===== src/rtl/multicycle_ctrl.sv =====
// Main control FSM of the multi-cycle RV32I core: fetch/decode/exec/mem/wb sequencing and datapath enables.
// Optional performance counters (cycle_cnt, instret_cnt) are built when CTRL_PERF_CNT_EN is defined.
module multicycle_ctrl #(
    parameter int MEM_TIMEOUT = 255,
    parameter int PERF_W      = 32
) (
    input  logic              clk,
    input  logic              rst_n,
    input  logic [31:0]       instr,
    input  logic              imem_ready,
    input  logic              dmem_ready,
    input  logic              alu_zero,
    output logic              imem_req,
    output logic              dmem_req,
    output logic              dmem_we,
    output logic              ir_we,
    output logic [2:0]        alu_op,
    output logic              reg_we,
    output logic [1:0]        wb_sel,
    output logic              pc_we,
    output logic              pc_sel,
    output logic [2:0]        state,
`ifdef CTRL_PERF_CNT_EN
    output logic [PERF_W-1:0] cycle_cnt,
    output logic [PERF_W-1:0] instret_cnt,
`endif
    output logic              trap
);

    typedef enum logic [2:0] {
        S_FETCH  = 3'b000,
        S_DECODE = 3'b001,
        S_EXEC   = 3'b010,
        S_MEM    = 3'b011,
        S_WB     = 3'b100,
        S_TRAP   = 3'b111
    } state_t;

    localparam logic [2:0] C_R    = 3'b000;
    localparam logic [2:0] C_I    = 3'b001;
    localparam logic [2:0] C_S    = 3'b010;
    localparam logic [2:0] C_B    = 3'b011;
    localparam logic [2:0] C_U    = 3'b100;
    localparam logic [2:0] C_JAL  = 3'b101;
    localparam logic [2:0] C_LD   = 3'b110;
    localparam logic [2:0] C_JALR = 3'b111;

    localparam logic [7:0] WAIT_LAST = 8'(MEM_TIMEOUT - 1);

    state_t     cur, nxt;
    logic [2:0] cls, dec_cls;
    logic       ill, dec_ill;
    logic [7:0] wcnt;
    logic       wcnt_clr, wcnt_inc;
    logic       unused_bits;

    assign state       = cur;
    assign unused_bits = ^{instr[31:15], instr[11:7]};

    // Class and legality are worked out while the word is on the bus, so DECODE only has to branch.
    always_comb begin
        dec_cls = C_R;
        dec_ill = 1'b0;
        case (instr[6:0])
            7'b0110011: dec_cls = C_R;
            7'b0010011: dec_cls = C_I;
            7'b0100011: dec_cls = C_S;
            7'b1100011: begin dec_cls = C_B;  dec_ill = (instr[14:12] != 3'b000); end
            7'b0010111,
            7'b0110111: dec_cls = C_U;
            7'b1101111: dec_cls = C_JAL;
            7'b0000011: begin dec_cls = C_LD; dec_ill = (instr[14:12] != 3'b010); end
            7'b1100111: dec_cls = C_JALR;
            default:    dec_ill = 1'b1;
        endcase
    end

    always_ff @(posedge clk) begin
        if (!rst_n) begin
            cur  <= S_FETCH;
            wcnt <= '0;
            cls  <= C_R;
            ill  <= 1'b0;
        end else begin
            cur <= nxt;
            if (wcnt_clr)      wcnt <= '0;
            else if (wcnt_inc) wcnt <= wcnt + 8'd1;
            if (cur == S_FETCH && imem_ready) begin
                cls <= dec_cls;
                ill <= dec_ill;
            end
        end
    end

    always_comb begin
        nxt      = cur;
        wcnt_clr = 1'b0;
        wcnt_inc = 1'b0;
        imem_req = 1'b0;
        dmem_req = 1'b0;
        dmem_we  = 1'b0;
        ir_we    = 1'b0;
        alu_op   = C_R;
        reg_we   = 1'b0;
        wb_sel   = 2'b00;
        pc_we    = 1'b0;
        pc_sel   = 1'b0;
        trap     = 1'b0;
        case (cur)
            S_FETCH: begin
                imem_req = 1'b1;
                if (imem_ready) begin
                    ir_we = 1'b1;
                    nxt   = S_DECODE;
                end else if (wcnt == WAIT_LAST) begin
                    nxt = S_TRAP;
                end else begin
                    wcnt_inc = 1'b1;
                end
            end
            S_DECODE: nxt = ill ? S_TRAP : S_EXEC;
            S_EXEC: begin
                alu_op = cls;
                case (cls)
                    C_S, C_LD: begin nxt = S_MEM; wcnt_clr = 1'b1; end
                    C_B: begin
                        pc_we    = 1'b1;
                        pc_sel   = alu_zero;
                        nxt      = S_FETCH;
                        wcnt_clr = 1'b1;
                    end
                    C_JAL, C_JALR: begin
                        reg_we   = 1'b1;
                        wb_sel   = 2'b10;
                        pc_we    = 1'b1;
                        pc_sel   = 1'b1;
                        nxt      = S_FETCH;
                        wcnt_clr = 1'b1;
                    end
                    default: nxt = S_WB;
                endcase
            end
            S_MEM: begin
                dmem_req = 1'b1;
                dmem_we  = (cls == C_S);
                if (dmem_ready) begin
                    if (cls == C_S) begin
                        pc_we    = 1'b1;
                        nxt      = S_FETCH;
                        wcnt_clr = 1'b1;
                    end else begin
                        nxt = S_WB;
                    end
                end else if (wcnt == WAIT_LAST) begin
                    nxt = S_TRAP;
                end else begin
                    wcnt_inc = 1'b1;
                end
            end
            S_WB: begin
                reg_we   = 1'b1;
                wb_sel   = (cls == C_LD) ? 2'b01 : 2'b00;
                pc_we    = 1'b1;
                nxt      = S_FETCH;
                wcnt_clr = 1'b1;
            end
            S_TRAP:  trap = 1'b1;
            default: nxt = S_TRAP;
        endcase
        // Nothing may fire while reset is held, even though the state register updates only at the edge.
        if (!rst_n) begin
            imem_req = 1'b0;
            dmem_req = 1'b0;
            dmem_we  = 1'b0;
            ir_we    = 1'b0;
            alu_op   = C_R;
            reg_we   = 1'b0;
            wb_sel   = 2'b00;
            pc_we    = 1'b0;
            pc_sel   = 1'b0;
            trap     = 1'b0;
        end
    end

`ifdef CTRL_PERF_CNT_EN
    // Every pc_we is the last one of its instruction, so it doubles as the retire strobe.
    always_ff @(posedge clk) begin
        if (!rst_n) begin
            cycle_cnt   <= '0;
            instret_cnt <= '0;
        end else if (cur != S_TRAP) begin
            cycle_cnt <= cycle_cnt + 1'b1;
            if (pc_we) instret_cnt <= instret_cnt + 1'b1;
        end
    end
`endif

endmodule

===== config.mk =====
export PLATFORM = sky130hd
export DESIGN_NAME = multicycle_ctrl
export DESIGN_NICKNAME = d
export VERILOG_FILES = /design/src/rtl/multicycle_ctrl.sv
export SDC_FILE = /design/constraint.sdc
export NUM_CORES = 1
export LEC_CHECK = 0
export CORE_MARGIN = 3
export CORE_UTILIZATION = 30
export DETAILED_ROUTE_END_ITERATION = 10
export GPL_TIMING_DRIVEN = 0
export PLACE_DENSITY = 0.65
export SYNTH_ARGS = -nofsm -noshare
export SYNTH_HDL_FRONTEND = slang
export SYNTH_SLANG_ARGS = --single-unit

===== constraint.sdc =====
create_clock -name clk -period 1.6 [get_ports clk]
set_input_delay 0.32 -clock clk [delete_from_list [all_inputs] [get_ports clk]]
set_output_delay 0.32 -clock clk [all_outputs]
set_load 0.05 [all_outputs]

-- After elaboration in Yosys (flattened, before gate mapping)
Cells that the tools add are included.
- add/sub/neg operators: 1
- equal/unequal tests: 21
- multiplexer cells: 43
- bitwise operators: 1
- reductions and logical operators: 10
- operator list (kind ; count):
    2-to-1 mux 1 bit ; 24
    == test 7 x 6 -> 1 bit, second input constant ; 3
    == test 7 bit, second input constant ; 3
    2-to-1 mux 3 bit ; 7
    case mux 3 bit (7 select lines) ; 1
    case mux 3 bit (6 select lines) ; 1
    == test 3 bit, second input constant ; 5
    == test 7 x 5 -> 1 bit, second input constant ; 2
    == test 3 x 2 -> 1 bit, second input constant ; 4
    case mux 1 bit (3 select lines) ; 3
    adder 8 x 1 -> 8 bit, second input constant ; 1
    == test 8 bit, second input constant ; 1
    OR reduction 2 bit ; 4
    == test 7 x 2 -> 1 bit, second input constant ; 1
    OR reduction 7 bit ; 1
    case mux 1 bit (2 select lines) ; 3
    case mux 3 bit (2 select lines) ; 1
    OR reduction 5 bit ; 1
    2-to-1 mux 2 bit ; 2
    case mux 2 bit (2 select lines) ; 1
    == test 3 x 1 -> 1 bit, second input constant ; 1
    zero test 3 bit ; 1
    != test 3 x 2 -> 1 bit, second input constant ; 1
    nonzero test 3 bit ; 1
    3 further kinds ; 3
- register bits after elaboration: 15
- input port bits: 37
- output and inout bits: 16
- logic and storage cells: 80

-- Depth between registers and ports, before layout
Gate-level depths: netlist of the first run.
- depth after elaboration: 5
- gate-level depth with buffers: 6
- depth with buffers taken out: 6

-- Least setup slack after synthesis of the first run
OpenSTA, ideal clock, no wires.
- kind: reg2out
- from: reg cur[2], in the netlist state[2]
- to: out wb_sel[0]
- data arrival time: 2562 ps
- required time: 1280 ps
- path slack: -1282 ps
- cell stages (with the launch flop): 4
- path buffers: 1
- path through: dfxtp_1 -> clkbuf_1 -> nand3_1 -> nor4_1
- word-level cells in the longest chain between the ends: 3
- elaborated cells on any way between the ends: 4
- those cells by class: 2 x eq/ne; 2 x mux
- ends and longest elaborated chain (item ; RTL line ; RTL):
    start, declared ; 50 ; state_t cur, nxt;
    start signal, assigned ; 85 ; cur <= nxt;
    == test 3 bit / == test 3 x 2 -> 1 bit (equally long branches) ; 109 ; case (cur)
    case mux 2 bit (2 select lines) (*) ; 109 ;
    2-to-1 mux 2 bit (*) ; 171 ; if (!rst_n) begin
    end, declared ; 19 ; output logic [1:0] wb_sel,
Mark *: on every way between the ends. The rest lies on a longest branch, timed or not.

-- Worst setup path in the final report of the first run
- from: in dmem_ready
- to: reg wcnt[1]
- word-level cells in the longest chain between the ends: 3
- elaborated cells on any way between the ends: 5
- those cells by class: 4 x mux; 1 x reduce/logical
- ends and longest elaborated chain (item ; RTL line ; RTL):
    start, declared ; 11 ; input logic dmem_ready,
    2-to-1 mux 1 bit ; 146 ; if (dmem_ready) begin
    case mux 1 bit (3 select lines) ; 109 ;
    OR reduction 2 bit (no line) ; - ;
    end signal, assigned ; 87 ; else if (wcnt_inc) wcnt <= wcnt + 8'd1;
    end, declared ; 53 ; logic [7:0] wcnt;
Several ways; a longest one is shown, not always the timed one.
A chain may end at the register's enable or synchronous reset.

==> qor.csv, run 1 <==
stage,metric,value,unit
final_layout,# diodes,0,
route,vias per cell,5.48,
final_layout,Final Util,57.1,%
clock_network,Post-CTS Hold Buffers,0,
clock_network,CTS tree,done,
timing,Final Hold Violating Endpoints,0,
synth,number of flops mapped to enable cells by yosys,0,
timing,final worst-path cycle share,111,%
final_layout,final-layout fill cell count,288,
worst_setup_path,crit-path max cell delay,480,ps
global_route,first-pass GRT wire length,5.51,mm
timing,final hold slack,542,ps
final_layout,area grow syn2layout,75.7,%
clock_network,CTS Root Cell,clkbuf_8,
status,failing checks,setup timing,
power,Pwr Density,1320,nW/um^2
clock_network,Skew-Pair Late Insertion Delay,260,ps
global_route,GRT Overall Usage,15.4,%
clock_network,Clock Sinks,15,
power,P_leak,0.727,nW
worst_setup_path,critical-path cell list,"clkdlybuf4s50_1, nor3b_1, o211ai_1, o211ai_2, a311oi_1",
global_route,number of global-route vias before repair,1272,
synth,Mapped Cells,147,
clock_network,clock tree buffer depth,2,
timing,Tmin final,1780,ps
synth,"FF+latch count, synth",15,
place,dpl ws,-1220,ps
final_layout,layout cells sized above 1,47.0,%
clock_network,H-tree levels,1,
route,post-DR wirelength/cell,15.4,um
flow_run,max-cap violation count,0,
timing,Final TNS setup,-1710,ps
route,total number of vias,1337,
worst_setup_path,CP Max Fanout,8,
floorplan,Core ar.,3490,um^2
synth,"Primary FF master, synth",dfxtp_1,
synth,Netlist cell types,46,
global_route,gr ovfl total,0,
synth,Synth async-reset ratio,0,%
worst_setup_path,worst path required time,1760,ps
place,I/O Buffers,29,
worst_setup_path,Crit. End Element,flop,
hold_path,min-delay src,wcnt[1],
worst_setup_path,critical path arrival,1940,ps
global_route,largest net degree at the start of global routing,11,
floorplan,Boundary Pins,53,
status,status,"finished, violations left",
synth,Mapped Area,1140,um^2
global_route,initial antenna violation count,0,
synth,cell with the most instances after synthesis,dfxtp_1,
worst_setup_path,CP bufs+invs,1,
final_layout,area occupied by multi-input gates,1000,um^2
worst_setup_path,worst-path cell with the longest stage delay,clkdlybuf4s50_1,
synth,sequential-to-total area share from yosys stat,26.4,%
timing,worst-margin pin slew,542,ps
route,residual DRC count,0,
final_layout,register area,320,um^2
route,antenna-violating nets left,0,
route,Pre-antenna DRT Iters,4,
clock_network,clk slew on worst S/H paths,70,ps
synth,yosys warns,0,
timing,max-slew violations,0,
power,Peak supply drop,467,uV
worst_setup_path,RR Startpoint,state[1],
synth,"Avg Cell Area, Syn",7.73,um^2
floorplan,Cell Rows,21,
timing,skew final,8.05,ps
timing,Final WS setup,-175,ps
route,initial DRC count,94,
synth,syn_nets,186,
worst_setup_path,CP top delay family,compound AO/OA/AOI/OAI gates,
final_layout,nets,238,
clock_network,Num CTS Buffers,3,
worst_setup_path,Startpoint Class,input port,
floorplan,Die X-Extent,67.5,um
route,Post-Route WL,3.75,mm
synth,post-synth top area cell,dfxtp_1,
timing,RSZ-0062 raised after global routing,yes,
place,RD Place Congestion,0.807,
floorplan,Die Span Y,67.5,um
timing,maximum clock frequency,0.563,GHz
floorplan,die area,4560,um^2
worst_setup_path,crit path kind,in -> reg,
floorplan,Initial Util,32.5,%
synth,Post-synth top cells,"15 x dfxtp_1, 9 x nand2_1, 9 x o21ai_0, 8 x a21oi_1, 8 x nor3_1",
hold_path,HP Class,reg -> reg,
synth,Synth top area share,26.4,%
synth,synth top area cells,"dfxtp_1 26%, o21ai_0 4.0%, and2_1 3.9%",
place,HPWL after DPL,2.20,mm
worst_setup_path,CP startpoint,dmem_ready,
timing,Rel. slew slack,63.8,%
timing,Final setup viols,19,
==> cells by family (layout without fill, tap and decap cells) <==
logic type	count (synthesis)	after routing	synth area share, %
AO/OA/AOI/OAI	45	45	26.9
adder cells (fa/ha/maj)	2	2	2.20
flip-flops	15	15	26.4
buffers and inverters	13	64	5.28
AND/OR/NAND/NOR	71	71	38.2
multiplexers	1	1	0.991
==> worst reg2reg max path: cells and delay by family (launching register included) <==
kind | cells | cell delay, ps
AO/OA/AOI/OAI | 3 | 820
flip-flops | 1 | 360
AND/OR/NAND/NOR | 1 | 130
buffers and inverters | 2 | 270
==> sequential cells by signal (all words and copies together) (netlist names) <==
register / cells
cls: 3
ill: 1
state: 3
wcnt: 8
==> final cells by class <==
class | count | area share (%)
inverters | 4 | 0.752
clock inverters | 1 | 0.251
clock buffers | 3 | 2.07
multi-input cells | 119 | 50.2
flip-flops and latches | 15 | 16.1
plain buffers | 8 | 3.39
repair buffers | 48 | 24.5
well taps | 46 | 2.88
==> what timing repair did <==
action                     in CTS  in global routing
resized for setup             124                 35
hold endpoints to repair        0                  0
buffers inserted                8                 10
pin swaps                       7                  9
setup endpoints to repair      20                 23
gates cloned                    1                  0
==> per-stage QoR <==
step	cells	power [mW]	instance area [um^2]
finish	244	2.63	2000
CTS	234	2.35	1770
global route	244	2.77	2000
detailed placement	222	1.74	1550
global placement	222	1.73	1550
floorplan	147	1.43	1200
==> layer usage <==
metal	routed length, um	GRT usage [%]
met1	1690	18.1
met2	1860	27.0
met3	166	2.16
met4	31	7.85
met5	0	0
==> power breakdown <==
group	switching, mW	internal [mW]
registers	0.0989	0.467
clock network	0.143	0.173
logic	0.952	0.800
==> path summary, 6_finish.rpt <==
check | end | slack, ps | depth (start not counted)
worst max-delay path | wcnt[1] | -180 | 5
worst min-delay path | wcnt[1] | 540 | 2
worst max register to register | wcnt[1] | -60 | 6
worst min register to register | wcnt[1] | 540 | 2
==> cell usage in the layout (no fill, tap or decap), types with 4 or more instances in the layout <==
cell type / count
o21ai_0: 7
buf_8: 9
and3_4: 4
buf_6: 8
a21oi_1: 5
o22ai_1: 4
clkdlybuf4s50_1: 11
dfxtp_1: 9
and2_4: 4
buf_4: 20
nor2_1: 5
nand2_1: 8
nand3_1: 6
nor3_1: 7
dfxtp_4: 5
Power figures use the tool's default switching activity.
==> run 2, diff against run 1 <==
--- a/config.mk
+++ b/config.mk
@@ -7,6 +7,7 @@
 export LEC_CHECK = 0
 export CORE_MARGIN = 3
 export CORE_UTILIZATION = 30
+export CTS_BUF_LIST = sky130_fd_sc_hd__clkbuf_8
 export DETAILED_ROUTE_END_ITERATION = 10
 export GPL_TIMING_DRIVEN = 0
 export PLACE_DENSITY = 0.65
==> results of run 2 <==
The final DEF is identical to that of run 1; final timing and power are the same.
==> run 3, diff against run 2 <==
--- a/config.mk
+++ b/config.mk
@@ -5,12 +5,14 @@
 export SDC_FILE = /design/constraint.sdc
 export NUM_CORES = 1
 export LEC_CHECK = 0
-export CORE_MARGIN = 3
+export ABC_CLOCK_PERIOD_IN_PS = 1600
+export CORE_MARGIN = 4
 export CORE_UTILIZATION = 30
 export CTS_BUF_LIST = sky130_fd_sc_hd__clkbuf_8
 export DETAILED_ROUTE_END_ITERATION = 10
+export DONT_BUFFER_PORTS = 1
 export GPL_TIMING_DRIVEN = 0
-export PLACE_DENSITY = 0.65
+export PLACE_DENSITY = 0.46
 export SYNTH_ARGS = -nofsm -noshare
 export SYNTH_HDL_FRONTEND = slang
 export SYNTH_SLANG_ARGS = --single-unit
==> run 3 against run 2 <==
  * The run still ends with setup timing left
  * Maximum frequency shrank 13%
  * Utilization shrank 18 points
  * Global-route usage is 2.7 points lower
  * Wire length down 16%
  * Clock power is essentially flat
  * Final area fell by 28%
  * First-iteration DRC count decreased by 43%
  * Sequential power rose by 26%
  * Critical endpoint is now pc_sel
  * Largest cell class unchanged
  * Highest routed layer unchanged
==> qor.csv, run 3 (same netlist as run 1, synthesis figures left out) <==
stage,metric,value,unit,change
power,sw frac,47.4,%,was 45.3%
place,dpl ws,-253,ps,was -1220 ps
final_layout,final-layout fill cell count,382,,was 288
power,Flop pwr share,32.6,%,was 21.5%
worst_setup_path,CP Max Fanout,7,,was 8
floorplan,Die X-Extent,69.5,um,was 67.5 um
final_layout,Top reg by flops,wcnt,,unchanged
global_route,Global Route met2 Usage,20.9,%,was 27.0%
status,status,"finished, violations left",,unchanged
power,Net Switching,1.04,mW,was 1.19 mW
global_route,gr ovfl total,0,,unchanged
final_layout,layout cells sized above 1,28.7,%,was 47.0%
place,RD Place Congestion,0.762,,was 0.807
place,Post-DP Area,1260,um^2,was 1550 um^2
route,Pre-antenna DRT Iters,4,,unchanged
global_route,initial antenna violation count,0,,unchanged
global_route,busiest grt layer,met2,,unchanged
global_route,met1 Use GR,16.5,%,was 18.1%
clock_network,CTS Root Cell,clkbuf_8,,unchanged
final_layout,most frequent cells in the layout,"12 x dfxtp_1, 8 x a21oi_1, 8 x o21ai_0, 8 x nand2_1, 7 x nor3_1",,"was 20 x buf_4, 11 x clkdlybuf4s50_1, 9 x buf_8, 9 x dfxtp_1"
timing,maximum clock frequency,0.490,GHz,was 0.563 GHz
power,Peak supply drop,725,uV,was 467 uV
timing,Final TNS setup,-4630,ps,was -1710 ps
floorplan,Core ar.,3660,um^2,was 3490 um^2
timing,max-slew violations,0,,unchanged
route,initial DRC count,54,,was 94
clock_network,Clock Sinks,15,,unchanged
timing,Final WS setup,-443,ps,was -175 ps
route,antenna-violating nets left,0,,unchanged
clock_network,Num CTS Buffers,3,,unchanged
power,part of the power in combinational logic,52.9,%,was 66.5%
global_route,first-pass GRT wire length,5.16,mm,was 5.51 mm
place,I/O Buffers,0,,was 29
final_layout,"commonest non-fill, non-tap cell in the layout",dfxtp_1,,was buf_4
place,Placed Instances,195,,was 222
final_layout,area grow syn2layout,26.4,%,was 75.7%
floorplan,Boundary Pins,53,,unchanged
floorplan,Die Span Y,69.5,um,was 67.5 um
global_route,number of global-route vias before repair,1145,,was 1272
worst_setup_path,Startpoint Class,flop,,was input port
floorplan,Initial Util,31.0,%,was 32.5%
worst_setup_path,worst path required time,1280,ps,was 1760 ps
timing,Final setup viols,21,,was 19
timing,Final Hold Violating Endpoints,0,,unchanged
floorplan,Cell Rows,22,,was 21
hold_path,HP Class,in -> reg,,was reg -> reg
route,vias per cell,5.60,,was 5.48
global_route,largest net degree at the start of global routing,11,,unchanged
route,post-DR wirelength/cell,15.4,um,about the same
global_route,met3 usage,4.35,%,was 2.16%
place,HPWL after DPL,2.25,mm,was 2.20 mm
worst_setup_path,crit path kind,reg -> out,,was in -> reg
final_layout,nets,197,,was 238
timing,skew final,7.46,ps,was 8.05 ps
status,failing checks,setup timing,,unchanged
timing,Tmin final,2040,ps,was 1780 ps
timing,RSZ-0062 raised after global routing,yes,,unchanged
timing,Rel. slew slack,51.2,%,was 63.8%
route,total number of vias,1147,,was 1337
power,Clock power frac,14.5,%,was 12.0%
power,Pwr Density,1520,nW/um^2,was 1320 nW/um^2
timing,final worst-path cycle share,128,%,was 111%
timing,worst-margin pin slew,726,ps,was 542 ps
power,Pint,1.15,mW,was 1.44 mW
route,residual DRC count,0,,unchanged
clock_network,CTS tree,done,,unchanged
worst_setup_path,Crit. End Element,output port,,was flop
final_layout,max reg flops,8,,unchanged
clock_network,clk slew on worst S/H paths,70,ps,about the same
final_layout,Layout Cell Area excl Fill,1440,um^2,was 2000 um^2
final_layout,# diodes,0,,unchanged
final_layout,final non-filler cell total,205,,was 244
worst_setup_path,critical path arrival,1720,ps,was 1940 ps
clock_network,clock tree buffer depth,2,,unchanged
route,Post-Route WL,3.16,mm,was 3.75 mm
clock_network,H-tree levels,1,,unchanged
global_route,GRT Overall Usage,12.7,%,was 15.4%
floorplan,die area,4840,um^2,was 4560 um^2
clock_network,Skew-Pair Late Insertion Delay,250,ps,was 260 ps
power,P_leak,0.473,nW,was 0.727 nW
flow_run,max-cap violation count,0,,unchanged
[run 3: worst paths after layout]
path                 start       to  slack, ps  cells after the start
hold / removal       rst_n   cls[2]        260                      2
setup / recovery  state[1]   pc_sel       -440                      4
setup reg to reg  state[1]  wcnt[1]       -270                      6
hold reg to reg    wcnt[6]  wcnt[6]        520                      1
[run 3: power groups by stage]
stage / Clock [mW] / Combinational, mW / Sequential, mW
2_1_floorplan: 0 / 0.750 / 0.678
3_3_place_gp: 0 / 0.882 / 0.712
3_5_place_dp: 0 / 0.894 / 0.718
4_1_cts: 0.328 / 1.05 / 0.712
5_1_grt: 0.345 / 1.25 / 0.727
6_report: 0.316 / 1.16 / 0.714
[run 3: routing by layer]
layer,part of all wire (%),vias to the layer above
li1,-,574
met1,46,537
met2,49,34
met3,4.6,2
met4,0.32,0
met5,0,-
[run 3: timing repair]
item                                    in CTS  in global routing
gates resized for setup                     14                  9
hold buffers                                 0                  0
setup buffers                                4                  3
endpoints found under the setup margin      23                 26
pin swaps                                    2                  3
[run 3: critical path, cell delays in order (launching register included)]
cell     delay [ps]
dfxtp_4         500
nor2b_4         190
buf_6           120
and3_4          290
nor2b_4         370
[run 3: through the flow]
stage / utilization (%) / power (mW) / hold WS, ps
5_1_grt: 39.2 / 2.33 / 267
2_1_floorplan: - / 1.43 / 475
4_1_cts: 37.9 / 2.09 / 257
3_3_place_gp: 34.5 / 1.59 / 492
6_report: 39.2 / 2.19 / 261
3_5_place_dp: 34.5 / 1.61 / 514
[run 3: cell type report]
type	count	area, um^2	share of cell area [%]
tap	48	60.1	4.18
buffer	8	68.8	4.79
multi-input combinational	119	878	61.1
inverter	4	15.0	1.05
clock inverter	1	5.00	0.348
clock buffer	3	41.3	2.87
sequential	15	312	21.7
timing repair buffer	7	56.3	3.92
